==> config.mk <==
export PLATFORM = sky130hd
export DESIGN_NAME = bus_rr_arbiter
export DESIGN_NICKNAME = d
export VERILOG_FILES = /design/src/rtl/bus_arb_pkg.sv /design/src/rtl/rr_priority_pick.sv /design/src/rtl/bus_rr_arbiter.sv
export SDC_FILE = /design/constraint.sdc
export NUM_CORES = 1
export LEC_CHECK = 0
export ABC_AREA = 1
export CORE_MARGIN = 1
export CORE_UTILIZATION = 49
export CTS_BUF_LIST = sky130_fd_sc_hd__clkbuf_4 sky130_fd_sc_hd__clkbuf_8 sky130_fd_sc_hd__clkbuf_16
export CTS_CLUSTER_DIAMETER = 80
export CTS_CLUSTER_SIZE = 20
export DETAILED_ROUTE_END_ITERATION = 12
export PLACE_DENSITY = 0.75
export SYNTH_ARGS = -nofsm -noshare
export SYNTH_HDL_FRONTEND = slang
export SYNTH_SLANG_ARGS = --single-unit
==> constraint.sdc <==
create_clock -name clk -period 1.95 [get_ports clk]
set_input_delay 0.39 -clock clk [delete_from_list [all_inputs] [get_ports clk]]
set_output_delay 0.39 -clock clk [all_outputs]
set_load 0.05 [all_outputs]
==> src/rtl/bus_arb_pkg.sv <==
// Shared types and helpers for the round-robin bus arbiter.
package bus_arb_pkg;

  typedef enum logic [2:0] {
    IDLE,
    GRANT,
    ACK,
    STROBE,
    RELEASE
  } arb_state_t;

  typedef enum logic [1:0] {
    ERR_NONE,
    ERR_ADDR_TO,
    ERR_REL_TO,
    ERR_DROP
  } arb_err_t;

  localparam logic [15:0] StatMax = 16'hFFFF;

  // Saturating 16-bit increment used by the statistics counters.
  function automatic logic [15:0] sat_inc16(input logic [15:0] v);
    return (v == StatMax) ? v : v + 16'd1;
  endfunction

endpackage

==> src/rtl/rr_priority_pick.sv <==
// Combinational round-robin picker: first set request searching upward
// from ptr_i + 1 with wrap-around.
module rr_priority_pick #(
  parameter int unsigned DEVICE_MAX_NUMBER = 4
) (
  input  logic [DEVICE_MAX_NUMBER-1:0]         req_i,
  input  logic [$clog2(DEVICE_MAX_NUMBER)-1:0] ptr_i,
  output logic [DEVICE_MAX_NUMBER-1:0]         gnt_o,
  output logic [$clog2(DEVICE_MAX_NUMBER)-1:0] idx_o,
  output logic                                 any_o
);

  localparam int unsigned IdxW = $clog2(DEVICE_MAX_NUMBER);

  // Walk the ring once, starting just after the last winner.
  always_comb begin
    int unsigned        cand;
    logic [IdxW-1:0]    cidx;
    gnt_o = '0;
    idx_o = '0;
    any_o = 1'b0;
    cand  = 0;
    cidx  = '0;
    for (int unsigned i = 1; i <= DEVICE_MAX_NUMBER; i++) begin
      cand = (32'(ptr_i) + i) % DEVICE_MAX_NUMBER;
      cidx = IdxW'(cand);
      if (!any_o && req_i[cidx]) begin
        any_o       = 1'b1;
        idx_o       = cidx;
        gnt_o[cidx] = 1'b1;
      end
    end
  end

endmodule

==> src/rtl/bus_rr_arbiter.sv <==
// Round-robin bus arbiter with handshake sequencer and timeout watchdog.
// Optional statistics counters are enabled by defining ARB_STATS_EN.
module bus_rr_arbiter
  import bus_arb_pkg::*;
#(
  parameter int unsigned DEVICE_MAX_NUMBER = 4,
  parameter int unsigned CLK_MAX_TIMEOUT   = 10
) (
  input  logic                                 clk,
  input  logic                                 reset,
  input  logic [DEVICE_MAX_NUMBER-1:0]         barq_i,
  output logic [DEVICE_MAX_NUMBER-1:0]         bagd_o,
  input  logic                                 address_valid_i,
  output logic                                 target_ready_o,
  output logic                                 data_strobe_o,
  output logic [1:0]                           error_o,
`ifdef ARB_STATS_EN
  output logic [15:0]                          stat_grants_o,
  output logic [15:0]                          stat_faults_o,
`endif
  output logic [$clog2(DEVICE_MAX_NUMBER)-1:0] grant_id_o
);

  localparam int unsigned IdxW = $clog2(DEVICE_MAX_NUMBER);
  localparam int unsigned TW   = $clog2(CLK_MAX_TIMEOUT + 1);
  localparam logic [TW-1:0] TimerLast = TW'(CLK_MAX_TIMEOUT - 1);

  arb_state_t                   state_q, state_d;
  arb_err_t                     err_q, err_d;
  logic [TW-1:0]                timer_q, timer_d;
  logic [IdxW-1:0]              ptr_q, ptr_d;
  logic [IdxW-1:0]              id_q, id_d;
  logic [DEVICE_MAX_NUMBER-1:0] bagd_q, bagd_d;
  logic                         tr_q, tr_d;
  logic                         ds_q, ds_d;
  logic                         grant_issue;
  logic                         fault_set;

  logic [DEVICE_MAX_NUMBER-1:0] pick_gnt;
  logic [IdxW-1:0]              pick_idx;
  logic                         pick_any;

  rr_priority_pick #(
    .DEVICE_MAX_NUMBER(DEVICE_MAX_NUMBER)
  ) u_pick (
    .req_i(barq_i),
    .ptr_i(ptr_q),
    .gnt_o(pick_gnt),
    .idx_o(pick_idx),
    .any_o(pick_any)
  );

  // Next-state, error, pointer and timer logic.
  always_comb begin
    state_d     = state_q;
    err_d       = err_q;
    ptr_d       = ptr_q;
    id_d        = id_q;
    grant_issue = 1'b0;
    fault_set   = 1'b0;
    unique case (state_q)
      IDLE: begin
        if (pick_any) begin
          state_d     = GRANT;
          id_d        = pick_idx;
          ptr_d       = pick_idx;
          err_d       = ERR_NONE;
          grant_issue = 1'b1;
        end
      end
      GRANT: begin
        if (address_valid_i) begin
          state_d = ACK;
        end else if (!barq_i[id_q]) begin
          state_d   = IDLE;
          err_d     = ERR_DROP;
          fault_set = 1'b1;
        end else if (timer_q == TimerLast) begin
          state_d   = IDLE;
          err_d     = ERR_ADDR_TO;
          fault_set = 1'b1;
        end
      end
      ACK:    state_d = STROBE;
      STROBE: state_d = RELEASE;
      RELEASE: begin
        if (!barq_i[id_q]) begin
          state_d = IDLE;
        end else if (timer_q == TimerLast) begin
          state_d   = IDLE;
          err_d     = ERR_REL_TO;
          fault_set = 1'b1;
        end
      end
      default: state_d = IDLE;
    endcase

    // Timer restarts on any state change and only runs while waiting on the master.
    if (state_d != state_q) begin
      timer_d = '0;
    end else if ((state_q == GRANT || state_q == RELEASE) && (timer_q != '1)) begin
      timer_d = timer_q + TW'(1);
    end else begin
      timer_d = timer_q;
    end
  end

  // Moore outputs decoded from the next state so they register cleanly.
  always_comb begin
    if (state_d == IDLE) begin
      bagd_d = '0;
    end else if (state_q == IDLE) begin
      bagd_d = pick_gnt;
    end else begin
      bagd_d = bagd_q;
    end
    tr_d = (state_d == ACK);
    ds_d = (state_d == STROBE);
  end

  // State and registered outputs.
  always_ff @(posedge clk or posedge reset) begin
    if (reset) begin
      state_q <= IDLE;
      err_q   <= ERR_NONE;
      timer_q <= '0;
      ptr_q   <= IdxW'(DEVICE_MAX_NUMBER - 1);
      id_q    <= '0;
      bagd_q  <= '0;
      tr_q    <= 1'b0;
      ds_q    <= 1'b0;
    end else begin
      state_q <= state_d;
      err_q   <= err_d;
      timer_q <= timer_d;
      ptr_q   <= ptr_d;
      id_q    <= id_d;
      bagd_q  <= bagd_d;
      tr_q    <= tr_d;
      ds_q    <= ds_d;
    end
  end

  assign bagd_o         = bagd_q;
  assign target_ready_o = tr_q;
  assign data_strobe_o  = ds_q;
  assign error_o        = err_q;
  assign grant_id_o     = id_q;

`ifdef ARB_STATS_EN
  logic [15:0] grants_q, grants_d;
  logic [15:0] faults_q, faults_d;

  // Saturating grant and fault counters.
  always_comb begin
    grants_d = grant_issue ? sat_inc16(grants_q) : grants_q;
    faults_d = fault_set ? sat_inc16(faults_q) : faults_q;
  end

  // Statistics registers.
  always_ff @(posedge clk or posedge reset) begin
    if (reset) begin
      grants_q <= '0;
      faults_q <= '0;
    end else begin
      grants_q <= grants_d;
      faults_q <= faults_d;
    end
  end

  assign stat_grants_o = grants_q;
  assign stat_faults_o = faults_q;
`else
  logic unused_stats;
  assign unused_stats = grant_issue ^ fault_set;
`endif

endmodule

==> reports/results.ini <==
[routing]
routed_wirelength_um=3095
vias=1296
antenna_left=0
wl_per_cell_um=12.68
drt_iter0_markers=25
firstDrtPassIters=4
viasPerCell=5.311
post-route-drc-count=0

[layout]
layout_common_cells=48 x nand2_1, 24 x nand3_1, 22 x inv_1
antennaDiodeCount=0
area_growth_pct=24.61
final_nets=230
final_common_cell=nand2_1
fin_area_sq_um=1710
drive_gt1_share_pct=21.96
fin_util_pct=66.62

[logic_synthesis]
synth_fp_nets=200
ys_seq_area_share_pct=34.82
synth_seq_cells=19
synth_top_family_by_area=simple AND/OR/NAND/NOR gates
yosys.area_share.xor_xnor_pct=1.914
avgSynthCellArea_sq_um=7.419
syn_inst=185
synth_fa_ha_area_share_pct=7.293
synth_warnings=0
synth-simple-area-share_pct=42.57
synth.area.mux_share_pct=0
ys_types=26
synth_compound_area_share_pct=6.199
synth_area_sq_um=1373

[die]
die_h_um=54.93
fp.coreArea_sq_um=2567
start_util_pct=53.46
num_rows=18
pin_count=17
die_w_um=54.93
dieArea_sq_um=3017

[critical_path]
crit_type=reg2out
r2r_cells=11
slowest_delay_ns=0.80
startpoint_type=flip-flop
worstPathArrival_ns=1.47
crit_path_max_fanout=2
crit_chain=clkdlybuf4s50_1
crit_family=buffers and inverters
cp_data_required_time_ns=1.56
slowest_stage=clkdlybuf4s50_1
worst-r2r-setup-slack_ns=0.11
critPathBufInv=1
regToRegStartpoint=ptr_q[1]$_DFFE_PP1P_
reg2reg_to=timer_q[0]$_DFFE_PP0P_
endpoint_kind=output port

[global_route]
antenna_found_initial=0
grt_pass1_vias=1304
grt_pass1_wl_um=5257
grt.overflow.total=0
grt_usage_pct=24.65
grt_max_degree=20

[placed_design]
gp_congestion=0.8287
port_buffers=16
place_hpwl_um=2456
placed_cell_area_sq_um=1630

[sta]
period_share_pct=95.18
fmax_mhz=538.8
slew_viol_final=0
rsz0062_at_grt=true
slew_headroom_pct=66.47
hold_ws_ns=0.4032
worstMarginPinSlew_ns=0.4987
final-setup-viol-count=0
finalHoldViolCount=0
layout_min_cycle_time_ns=1.856
fin_skew_ns=0.002010

[clock_tree]
clockBufferDepth=2
hold_buffers=0
cts-root-buf=clkbuf_4
clk_pin_slew_worst_paths_ns=0.10
cts_buffers=3
cts_sinks=19
clock_latency_ns=0.30
cts_tree=built
cts.htree.levels=1

[status]
status=finished, final reports clean

[worst_hold_path]
min_path_type=in2async

[run]
timing.max_cap.violations=0

## worst max-delay path by stage
| stage | depth (start not counted) | from | end | slack [ns] |
|---|---|---|---|---|
| after CTS | 1 | grant_id_o[1]$_DFFE_PP0P_ | grant_id_o[1] | 0.009 |
| after floorplan | 10 | ptr_q[0]$_DFFE_PP1P_ | bagd_o[0]$_DFFE_PP0P_ | 0.02 |
| final | 1 | bagd_o[3]$_DFFE_PP0P_ | bagd_o[3] | 0.09 |
| after global placement | 9 | barq_i[3] | bagd_o[0]$_DFFE_PP0P_ | 0.004 |
| after detailed placement | 9 | barq_i[3] | bagd_o[1]$_DFFE_PP0P_ | -0.06 |
| after global routing | 12 | ptr_q[1]$_DFFE_PP1P_ | bagd_o[2]$_DFFE_PP0P_ | -0.002 |
## per-stage QoR
| step | setup TNS [ns] | setup slack (ns) | std cells |
|---|---|---|---|
| floorplan | 0 | 0.01854 | 185 |
| global placement | 0 | 0.003514 | 239 |
| detailed placement | -0.4260 | -0.06153 | 239 |
| CTS | 0 | 0.008976 | 244 |
| global route | -0.001791 | -0.001791 | 244 |
| finish | 0 | 0.09405 | 244 |
## kinds of logic after synthesis
family | count (synthesis)
XOR/XNOR | 3
AND/OR/NAND/NOR | 114
adder cells (fa/ha/maj) | 8
flip-flops | 19
AO/OA/AOI/OAI | 16
buffers and inverters | 25
## routing by layer
| layer | vias to the layer above | GRT usage, % | routed length [um] |
|---|---|---|---|
| li1 | 654 | - | - |
| met1 | 613 | 25.52 | 1274 |
| met2 | 20 | 46.99 | 1666 |
| met3 | 9 | 3.005 | 71 |
| met4 | 0 | 14.17 | 84 |
| met5 | - | 0 | 0 |
## synth_stat cells
cell type   n  share of area (%)
nor2_1     16                4.4
inv_2       1               0.27
inv_1      23                6.3
nand2_1    49                 13
xor2_1      2                1.3
dfstp_2     2                3.8
nor3_2      2                1.5
or2_2       5                2.3
nand4_4     1                1.5
nand2_2     5                2.3
o21ai_1     3                1.1
nand3_1    26                9.5
ha_1        8                7.3
nor3_1      1               0.36
xnor2_1     1               0.64
nor2_4      2                1.6
o211ai_1    1               0.55
dfrtp_1    17                 31
nand2_4     4                3.3
nand3b_1    1               0.55
nor3_4      1                1.2
inv_6       1               0.64
o21ai_0     5                1.8
a21oi_1     6                2.2
o31ai_1     1               0.55
nand3_2     1               0.73
## final cells by class
| cell class | count | area [sq um] |
|---|---|---|
| Clock buffer | 4 | 30.03 |
| Fill cell | 206 | 857.1 |
| Multi-Input combinational cell | 141 | 833.3 |
| Timing Repair Buffer | 25 | 232.7 |
| Inverter | 25 | 98.84 |
| Sequential cell | 19 | 478.0 |
| Tap cell | 30 | 37.54 |
## flip-flops by register name, summed over array words and instances, names as in the netlist
register	count
ptr_q	2
bagd_o	4
state_q	3
error_o	2
target_ready_o	1
data_strobe_o	1
timer_q	4
grant_id_o	2
## timing repair
item | CTS | global route
endpoints found under the setup margin | 11 | 11
gates resized for setup | 2 | 10
setup buffers | 1 | 0
pin swaps | 3 | 6
Power is left out: the tool's default activity adds up to more than one toggle a clock period on the data nets, which glitch-free logic cannot reach.
